File: src/rtl/rk_spi_pkg.sv
// rtl/rk_spi_pkg.sv - shared constants, FSM encoding and helpers for rk_spi_master
//
// Purpose: register addresses, cfg/status bit positions, FSM state type and a
//          byte bit-reversal helper used for LSB-first framing.
// Ports:   none (package).
package rk_spi_pkg;

    localparam logic [1:0] REG_DATA = 2'd0;
    localparam logic [1:0] REG_CTRL = 2'd1;
    localparam logic [1:0] REG_DIV  = 2'd2;
    localparam logic [1:0] REG_CFG  = 2'd3;

    localparam int CFG_CPHA = 0;
    localparam int CFG_CPOL = 1;
    localparam int CFG_LSB  = 2;
    localparam int CFG_AUTO = 3;

    localparam int STAT_BUSY = 7;
    localparam int STAT_OVR  = 6;
    localparam int STAT_LOCK = 5;

    typedef enum logic [1:0] {
        ST_IDLE = 2'd0,
        ST_XFER = 2'd1,
        ST_DONE = 2'd2
    } spi_state_e;

    function automatic logic [7:0] bit_rev8(input logic [7:0] b);
        logic [7:0] r;
        for (int i = 0; i < 8; i++) begin
            r[i] = b[7-i];
        end
        return r;
    endfunction

endpackage

File: src/rtl/rk_spi_clkgen.sv
// rtl/rk_spi_clkgen.sv - SCK timing: half-period counter and 16-edge counter
//
// Purpose: while run_i is high, counts 0..div_i clk per half period and emits
//          one strobe per SCK edge. Even edges are leading, odd are trailing.
// Ports:
//   clk, reset        system clock, synchronous active-high reset
//   run_i             transfer active; low holds both counters at zero
//   div_i             half-period minus one, in clk cycles
//   lead_o / trail_o  one-clk strobe on a leading / trailing SCK edge
//   last_edge_o       one-clk strobe on edge 15 (final trailing edge)
module rk_spi_clkgen #(
    parameter int DIV_W = 8
) (
    input  logic             clk,
    input  logic             reset,
    input  logic             run_i,
    input  logic [DIV_W-1:0] div_i,
    output logic             lead_o,
    output logic             trail_o,
    output logic             last_edge_o
);

    logic [DIV_W-1:0] cnt_q;
    logic [3:0]       edge_q;
    logic             tick;

    assign tick = run_i && (cnt_q == div_i);

    // Counters rest at zero outside a transfer, so every start (and every
    // restart after an abort) begins a fresh half period at edge 0.
    always_ff @(posedge clk) begin
        if (reset || !run_i) begin
            cnt_q  <= '0;
            edge_q <= '0;
        end else if (tick) begin
            cnt_q  <= '0;
            edge_q <= edge_q + 4'd1;
        end else begin
            cnt_q  <= cnt_q + 1'b1;
        end
    end

    assign lead_o      = tick && !edge_q[0];
    assign trail_o     = tick &&  edge_q[0];
    assign last_edge_o = tick && (edge_q == 4'd15);

endmodule

File: src/rtl/rk_spi_master.sv
// rtl/rk_spi_master.sv - CPU-bus-mapped SPI master for the RK86 0xA000 window
//
// Purpose: register file, strobe edge detectors, transfer FSM and shift
//          registers. One byte per addr0 write (or addr0 read with AUTO).
// Ports:
//   clk, reset                 system clock, synchronous active-high reset
//   addr, idata, we_n, rd_n    CPU register bus (level strobes, active low)
//   odata                      combinational read mux on addr
//   lock                       loader owns the pins: abort and block transfers
//   spi_sck/mosi/miso/cs_n     SPI pins
//   busy, done                 transfer in progress / one-clk completion pulse
module rk_spi_master
    import rk_spi_pkg::*;
#(
    parameter int NUM_CS      = 2,
    parameter int DIV_W       = 8,
    parameter int DEFAULT_DIV = 24
) (
    input  logic              clk,
    input  logic              reset,
    input  logic [1:0]        addr,
    input  logic [7:0]        idata,
    input  logic              we_n,
    input  logic              rd_n,
    output logic [7:0]        odata,
    input  logic              lock,
    output logic              spi_sck,
    output logic              spi_mosi,
    input  logic              spi_miso,
    output logic [NUM_CS-1:0] spi_cs_n,
    output logic              busy,
    output logic              done
);

    spi_state_e        state_q;
    logic [7:0]        rx_q;
    logic [7:0]        tx_q;
    logic [7:0]        rsh_q;
    logic [7:0]        cfg_q;
    logic [DIV_W-1:0]  div_q;
    logic [NUM_CS-1:0] cs_q;
    logic              ovr_q;
    logic              sck_q;
    logic              mosi_q;
    logic              busy_q;
    logic              done_q;
    logic              we_prev_q;
    logic              rd_prev_q;

    logic       we_edge, rd_edge, data_wr, auto_rd, idle, start;
    logic       cpha, cpol, lsb;
    logic [7:0] start_byte, load_byte, rsh_d, stat_rd, div_rd;
    logic       lead, trail, last_edge, sample, shift;

    assign cpha = cfg_q[CFG_CPHA];
    assign cpol = cfg_q[CFG_CPOL];
    assign lsb  = cfg_q[CFG_LSB];

    // A strobe acts only in the clk where it first goes low.
    assign we_edge = !we_n && we_prev_q;
    assign rd_edge = !rd_n && rd_prev_q;

    assign data_wr = we_edge && (addr == REG_DATA);
    assign auto_rd = rd_edge && (addr == REG_DATA) && cfg_q[CFG_AUTO];
    assign idle    = (state_q == ST_IDLE);
    assign start   = idle && !lock && (data_wr || auto_rd);

    // AUTO reads clock out all-ones so the slave sees an idle line.
    assign start_byte = data_wr ? idata : 8'hFF;
    assign load_byte  = lsb ? bit_rev8(start_byte) : start_byte;

    rk_spi_clkgen #(.DIV_W(DIV_W)) u_clkgen (
        .clk         (clk),
        .reset       (reset),
        .run_i       (state_q == ST_XFER),
        .div_i       (div_q),
        .lead_o      (lead),
        .trail_o     (trail),
        .last_edge_o (last_edge)
    );

    assign sample = cpha ? trail : lead;
    // CPHA=0 presents bit 7 at entry, so the final trailing edge has nothing
    // left to shift; CPHA=1 presents each bit on its leading edge.
    assign shift  = cpha ? lead : (trail && !last_edge);

    // The sample taken on the final edge must reach rx in the same clk.
    assign rsh_d = sample ? {rsh_q[6:0], spi_miso} : rsh_q;

    always_ff @(posedge clk) begin
        if (reset) begin
            state_q   <= ST_IDLE;
            rx_q      <= 8'hFF;
            tx_q      <= '0;
            rsh_q     <= '0;
            cfg_q     <= '0;
            div_q     <= DIV_W'(DEFAULT_DIV);
            cs_q      <= '0;
            ovr_q     <= 1'b0;
            sck_q     <= 1'b0;
            mosi_q    <= 1'b1;
            busy_q    <= 1'b0;
            done_q    <= 1'b0;
            we_prev_q <= 1'b1;
            rd_prev_q <= 1'b1;
        end else begin
            we_prev_q <= we_n;
            rd_prev_q <= rd_n;
            done_q    <= 1'b0;

            if (we_edge && (addr == REG_CTRL)) begin
                cs_q <= idata[NUM_CS-1:0];
                if (idata[STAT_OVR]) begin
                    ovr_q <= 1'b0;
                end
            end
            // Outside IDLE (including the DONE clk) a data write cannot start.
            if (data_wr && !idle) begin
                ovr_q <= 1'b1;
            end
            if (we_edge && idle) begin
                if (addr == REG_DIV) begin
                    div_q <= idata[DIV_W-1:0];
                end
                if (addr == REG_CFG) begin
                    cfg_q <= {4'b0000, idata[3:0]};
                end
            end

            case (state_q)
                ST_IDLE: begin
                    sck_q  <= cpol;
                    mosi_q <= 1'b1;
                    busy_q <= 1'b0;
                    if (start) begin
                        state_q <= ST_XFER;
                        busy_q  <= 1'b1;
                        rsh_q   <= '0;
                        tx_q    <= load_byte;
                        if (!cpha) begin
                            mosi_q <= load_byte[7];
                            tx_q   <= {load_byte[6:0], 1'b0};
                        end
                    end
                end
                ST_XFER: begin
                    if (lock) begin
                        state_q <= ST_IDLE;
                        sck_q   <= cpol;
                        mosi_q  <= 1'b1;
                        busy_q  <= 1'b0;
                    end else begin
                        rsh_q <= rsh_d;
                        if (lead || trail) begin
                            sck_q <= ~sck_q;
                        end
                        if (shift) begin
                            mosi_q <= tx_q[7];
                            tx_q   <= {tx_q[6:0], 1'b0};
                        end
                        if (last_edge) begin
                            state_q <= ST_DONE;
                            rx_q    <= lsb ? bit_rev8(rsh_d) : rsh_d;
                            busy_q  <= 1'b0;
                            done_q  <= 1'b1;
                            mosi_q  <= 1'b1;
                        end
                    end
                end
                ST_DONE: begin
                    state_q <= ST_IDLE;
                end
                default: begin
                    state_q <= ST_IDLE;
                end
            endcase
        end
    end

    always_comb begin
        stat_rd              = '0;
        stat_rd[NUM_CS-1:0]  = cs_q;
        stat_rd[STAT_BUSY]   = busy_q;
        stat_rd[STAT_OVR]    = ovr_q;
        stat_rd[STAT_LOCK]   = lock;
        div_rd               = '0;
        div_rd[DIV_W-1:0]    = div_q;
    end

    always_comb begin
        odata = rx_q;
        case (addr)
            REG_DATA: odata = rx_q;
            REG_CTRL: odata = stat_rd;
            REG_DIV:  odata = div_rd;
            REG_CFG:  odata = cfg_q;
            default:  odata = rx_q;
        endcase
    end

    assign spi_cs_n = lock ? '1 : ~cs_q;
    assign spi_sck  = sck_q;
    assign spi_mosi = mosi_q;
    assign busy     = busy_q;
    assign done     = done_q;

endmodule

File: config.mk
export PLATFORM = sky130hd
export DESIGN_NAME = rk_spi_master
export DESIGN_NICKNAME = d
export VERILOG_FILES = /design/src/rtl/rk_spi_pkg.sv /design/src/rtl/rk_spi_clkgen.sv /design/src/rtl/rk_spi_master.sv
export SDC_FILE = /design/constraint.sdc
export NUM_CORES = 1
export LEC_CHECK = 0
export ABC_CLOCK_PERIOD_IN_PS = 2000
export BUFFER_PORTS_ARGS = -buffer_cell sky130_fd_sc_hd__buf_4
export CAP_MARGIN = 10
export CORE_UTILIZATION = 30
export CTS_CLUSTER_DIAMETER = 30
export DETAILED_ROUTE_END_ITERATION = 8
export PLACE_DENSITY_LB_ADDON = 0.3
export REMOVE_ABC_BUFFERS = 1
export SLEW_MARGIN = 10
export SYNTH_ARGS = -nofsm -noshare
export SYNTH_HDL_FRONTEND = slang
export SYNTH_SLANG_ARGS = --single-unit
File: constraint.sdc
create_clock -name clk -period 2 [get_ports clk]
set_input_delay 0.4 -clock clk [delete_from_list [all_inputs] [get_ports clk]]
set_output_delay 0.4 -clock clk [all_outputs]
set_load 0.005 [all_outputs]
Word-level counts from Yosys, hierarchy flattened:

Index checks and enable logic that the tools add are counted.

* word-level logic and storage cells: 113
* output and inout port bits: 14
* bits of input ports: 16
* bits in registers: 59

* muxes and demuxes: 37
* $add $sub $neg: 2
* reduce and logical (&&, ||, !) cells: 42
* equality and inequality tests: 12
* bitwise operators: 4

Operator list (count)
* two-way mux 8 bit: 10
* case mux 8 bit (2 select lines): 2
* case mux 8 bit (4 select lines): 1
* two-way mux 1 bit: 16
* logical AND 1 bit: 15
* AND reduction 2 bit: 7
* adder 8 x 1 -> 8 bit, second input constant: 1
* equality test 8 bit: 1
* two-way mux 2 bit: 4
* logical NOT 1 bit: 7
* inequality test 3 bit, second input constant: 2
* case mux 1 bit (2 select lines): 3
* AND reduction 3 bit: 2
* nonzero test 2 bit: 3
* adder 4 x 1 -> 4 bit, second input constant: 1
* equality test 2 x 1 -> 1 bit, second input constant: 2
* equality test 2 bit, second input constant: 2
* equality test 4 bit, second input constant: 1
* logical NOT 2 bit: 2
* inequality test 2 bit, second input constant: 2
* inequality test 4 bit, second input constant: 1
* case mux 2 bit (2 select lines): 1
* AND reduction 4 bit: 1
* logical OR 1 bit: 3
* 5 further kinds: 7

Longest topological paths before layout:

* depth in word-level cells: 10
* mapped depth: 8
* depth with buffers taken out: 7

By module:

From an unflattened synthesis, not the netlist that was laid out.

* cells, all modules: 333
* area, all modules: 3099.2 um^2

Modules (own cells, without submodules)
* rk_spi_master: area each 2473.6 um^2, sequential area each 940.9 um^2, cells each 264, times used 1
* rk_spi_clkgen: area each 625.6 um^2, sequential area each 240.2 um^2, cells each 69, times used 1

Least setup slack after synthesis:

Ideal clock, no wire load.

* path type: register -> register
* start point: reg u_clkgen.cnt_q[2]
* end point: reg rx_q[6]
* setup time: 117 ps
* path buffers: 1
* setup slack: 58 ps
* cell stages (with the launch flop): 8
* arrival: 1825 ps
* period minus slack after synthesis: 1942 ps
* data required time: 1883 ps
* cells stage by stage: dfxtp_1 > xnor2_2 > nand3_2 > nor4_4 > buf_6 > mux4_2 > nand2_1 > nand2_1

* longest elaborated chain between the ends: 6
* elaborated cells on any way between the ends: 9
* those cells by class: 1 x eq/ne; 3 x mux; 5 x reduce/logical

RTL lines
* from (decl): line rk_spi_clkgen.sv:23 `logic [DIV_W-1:0] cnt_q;`
* from (signal assigned): line rk_spi_clkgen.sv:39 `cnt_q <= cnt_q + 1'b1;`
* equality test 8 bit (*): line rk_spi_clkgen.sv:27 `assign tick = run_i && (cnt_q == div_i);`
* logical AND 1 bit (*): line rk_spi_clkgen.sv:27
* logical AND 1 bit (on tied branches): line rk_spi_clkgen.sv:43, rk_spi_clkgen.sv:44
* two-way mux 1 bit: line rk_spi_master.sv:82 `assign sample = cpha ? trail : lead;`
* two-way mux 8 bit: line rk_spi_master.sv:88 `assign rsh_d = sample ? {rsh_q[6:0], spi_miso} : rsh_q;`
* two-way mux 8 bit: line rk_spi_master.sv:163 `rx_q <= lsb ? bit_rev8(rsh_d) : rsh_d;`
* to (signal assigned): line rk_spi_master.sv:163
* to (decl): line rk_spi_master.sv:36 `logic [7:0] rx_q;`

Mark *: on every way between the ends. The rest lies on a longest branch, timed or not.
A chain may end at the register's enable or synchronous reset.

Worst setup path in the final report:

* start point: reg cfg_q[0]
* end point: out odata[0]

* longest elaborated chain between the ends: 1

RTL lines
* from (decl): line rk_spi_master.sv:39 `logic [7:0] cfg_q;`
* from (signal assigned): line rk_spi_master.sv:126 `cfg_q <= {4'b0000, idata[3:0]};`
* case mux 8 bit (4 select lines): line rk_spi_master.sv:192 `case (addr)`
* to (decl): line rk_spi_master.sv:25 `output logic [7:0] odata,`

No other way between the ends.

==> results.sh <==
export IMPL_drc=0
export IMPL_core_um2=9950
export IMPL_async_flop_share=0
export IMPL_rows=36
export IMPL_max_freq_ghz=0.520
export IMPL_ir_drop_mv=0.266
export IMPL_grt_pass1_vias=2521
export IMPL_holdCritPathClass="input port to flip-flop"
export IMPL_setup_ws_ps=76.6
export IMPL_yosysSeqAreaShare=0.377
export IMPL_end_kind="output pin"
export IMPL_grt_max_degree=30
export IMPL_die_h_um=104
export IMPL_avgSynthCellArea_um2=9.11
export IMPL_finalPower_uw=2470
export IMPL_syn_area_um2=3130
export IMPL_route_vias_total=2632
export IMPL_dp_cells=511
export IMPL_instances_no_fill=528
export IMPL_path_max_fanout=12
export IMPL_antenna_left=0
export IMPL_cts_buffer_depth=2
export IMPL_synth_top_area_frac=0.377
export IMPL_antenna_found_initial=0
export IMPL_worstSetupStartpointType="flip-flop"
export IMPL_drive_gt1_frac=0.304
export IMPL_htree_levels=3
export IMPL_wl_um=7960
export IMPL_leakagePower_uw=0.00146
export IMPL_layout_nets=409
export IMPL_synth_top_area_cell="dfxtp_1"
export IMPL_synth_seq_cells=59
export IMPL_fin_crit_sh=0.962
export IMPL_port_buffers=29
export IMPL_gp_congestion=0.760
export IMPL_max_slew_margin=0.720
export IMPL_grt_total_usage=0.154
export IMPL_diodes=0
export IMPL_viasPerCell=4.98
export IMPL_path_class="flip-flop to output pin"
export IMPL_power_density_nw_per_um2=629
export IMPL_cts_root_buffer="clkbuf_8"
export IMPL_synth_edf_count=0
export IMPL_syn_to_final_growth_pct=25.4
export IMPL_hold_viol_final=0
export IMPL_status="finished clean"
export IMPL_cts_hold_buffers=0
export IMPL_place_ws_ps=-30.5
export IMPL_io_pins=30
export IMPL_cts_sink_count=59
export IMPL_start_util=0.315
export IMPL_place_area_um2=3650
export IMPL_worstPathRequired_ps=1600
export IMPL_fp_dieW_um=104
export IMPL_dp_hpwl_um=5800
export IMPL_min_period_ps=1920
export IMPL_grt_first_pass_wirelength_um=13000
export IMPL_grt_overflow=0
export IMPL_synth_commonest_cells="dfxtp_1, nor2_1, a21oi_1, mux2i_1, o21ai_0"
export IMPL_maxCapViolCount=0
export IMPL_whs_ps=264
export IMPL_crit_arrival_ps=1520
export IMPL_final_area_um2=3930
export IMPL_ys_types=49
export IMPL_yosys_cell_count_top_type="dfxtp_1"
export IMPL_finClkSkew_ps=9.08
export IMPL_worst_pin_slew_ps=419
export IMPL_numCtsBuffers=9
export IMPL_syn_inst=344
export IMPL_die_area_um2=10900
export IMPL_wl_per_cell_um=15.1
export IMPL_drv_slew=0
export IMPL_setup_violations=0
export IMPL_synthTopCellsByArea="dfxtp_1, mux2i_1, mux4_2"
export IMPL_firstDrtPassIters=4
export IMPL_clk_latency_ps=340
export IMPL_yosys_warnings=0
export IMPL_cts_tree="yes"
export IMPL_ys_dominant_reg_cell="dfxtp_1"
export IMPL_drt_iter0_drc=100
export IMPL_grt_setup_unrepaired="false"
export IMPL_clkTransAtPathRegs_ps=70
metrics by stage:
step	util	setup TNS, ps
5_1_grt	0.395	0
6_report	0.395	0
2_1_floorplan	-	-1330
4_1_cts	0.389	0
3_3_place_gp	0.367	-52.9
3_5_place_dp	0.367	-93.4
kinds of logic after synthesis:
| kind of cell | share of synthesized area |
|---|---|
| simple gates | 0.206 |
| compound gates | 0.147 |
| flops | 0.377 |
| buf+inv | 0.0483 |
| mux | 0.154 |
| xor+xnor | 0.0607 |
| fa+ha+maj | 0.00799 |
placed cells by master, fill, tap and decap left out, types with 7 or more instances in the layout:
cell / n
a22oi_1: 8
nor2_1: 36
xnor2_2: 7
nand2_1: 20
buf_4: 62
xor2_1: 8
mux2i_1: 23
nand3_1: 14
nor3_1: 10
a21oi_1: 23
o21ai_0: 22
clkbuf_8: 12
dfxtp_1: 53
mux4_2: 11
critical path, cell delays in order, from the launching register on:
cell and delay [ps]:
dfxtp_1 340, buf_4 190, mux4_2 500, buf_4 150
report_power, final:
part | switching, uW | internal (uW)
Sequential | 15.2 | 1190
Combinational | 134 | 121
Clock | 465 | 541
Total | 614 | 1860
final cells by class:
| type | count | area [um^2] |
|---|---|---|
| repair buffers | 64 | 505 |
| clock inverters | 2 | 10.0 |
| multi-input cells | 251 | 1870 |
| inverters | 6 | 22.5 |
| flip-flops and latches | 59 | 1190 |
| clock buffers | 13 | 169 |
| fillers | 1019 | 6030 |
| well taps | 133 | 166 |
routing by layer:
metal  global-route usage  share of wire  up-vias
met5                    0              0        -
met4               0.0551          0.014        0
met3               0.0363          0.037        9
met2                0.240           0.45       44
met1                0.207           0.49     1259
li1                     -              -     1320
what timing repair did:
action                                  in CTS  in global routing
setup buffers                                2                  0
endpoints found under the setup margin      10                 13
resized for setup                            5                 14
pin swaps                                    1                  7
state kept, by name, indices dropped and copies added (netlist names), 2 cells and up:
| name | flops |
|---|---|
| cs_q | 2 |
| rx_q | 8 |
| div_q | 8 |
| state_q | 2 |
| u_clkgen.edge_q | 4 |
| rsh_q | 8 |
| u_clkgen.cnt_q | 8 |
| tx_q | 8 |
| cfg_q | 4 |
worst paths after layout:
path	from	end	slack (ps)	cells after the start
setup / recovery	cfg_q[0]	odata[0]	80	3
hold / removal	rd_n	rd_prev_q	260	2
setup reg to reg	u_clkgen.edge_q[0]	tx_q[6]	100	9
hold reg to reg	rx_q[6]	rx_q[6]	460	2
Power figures use the tool's default switching activity.
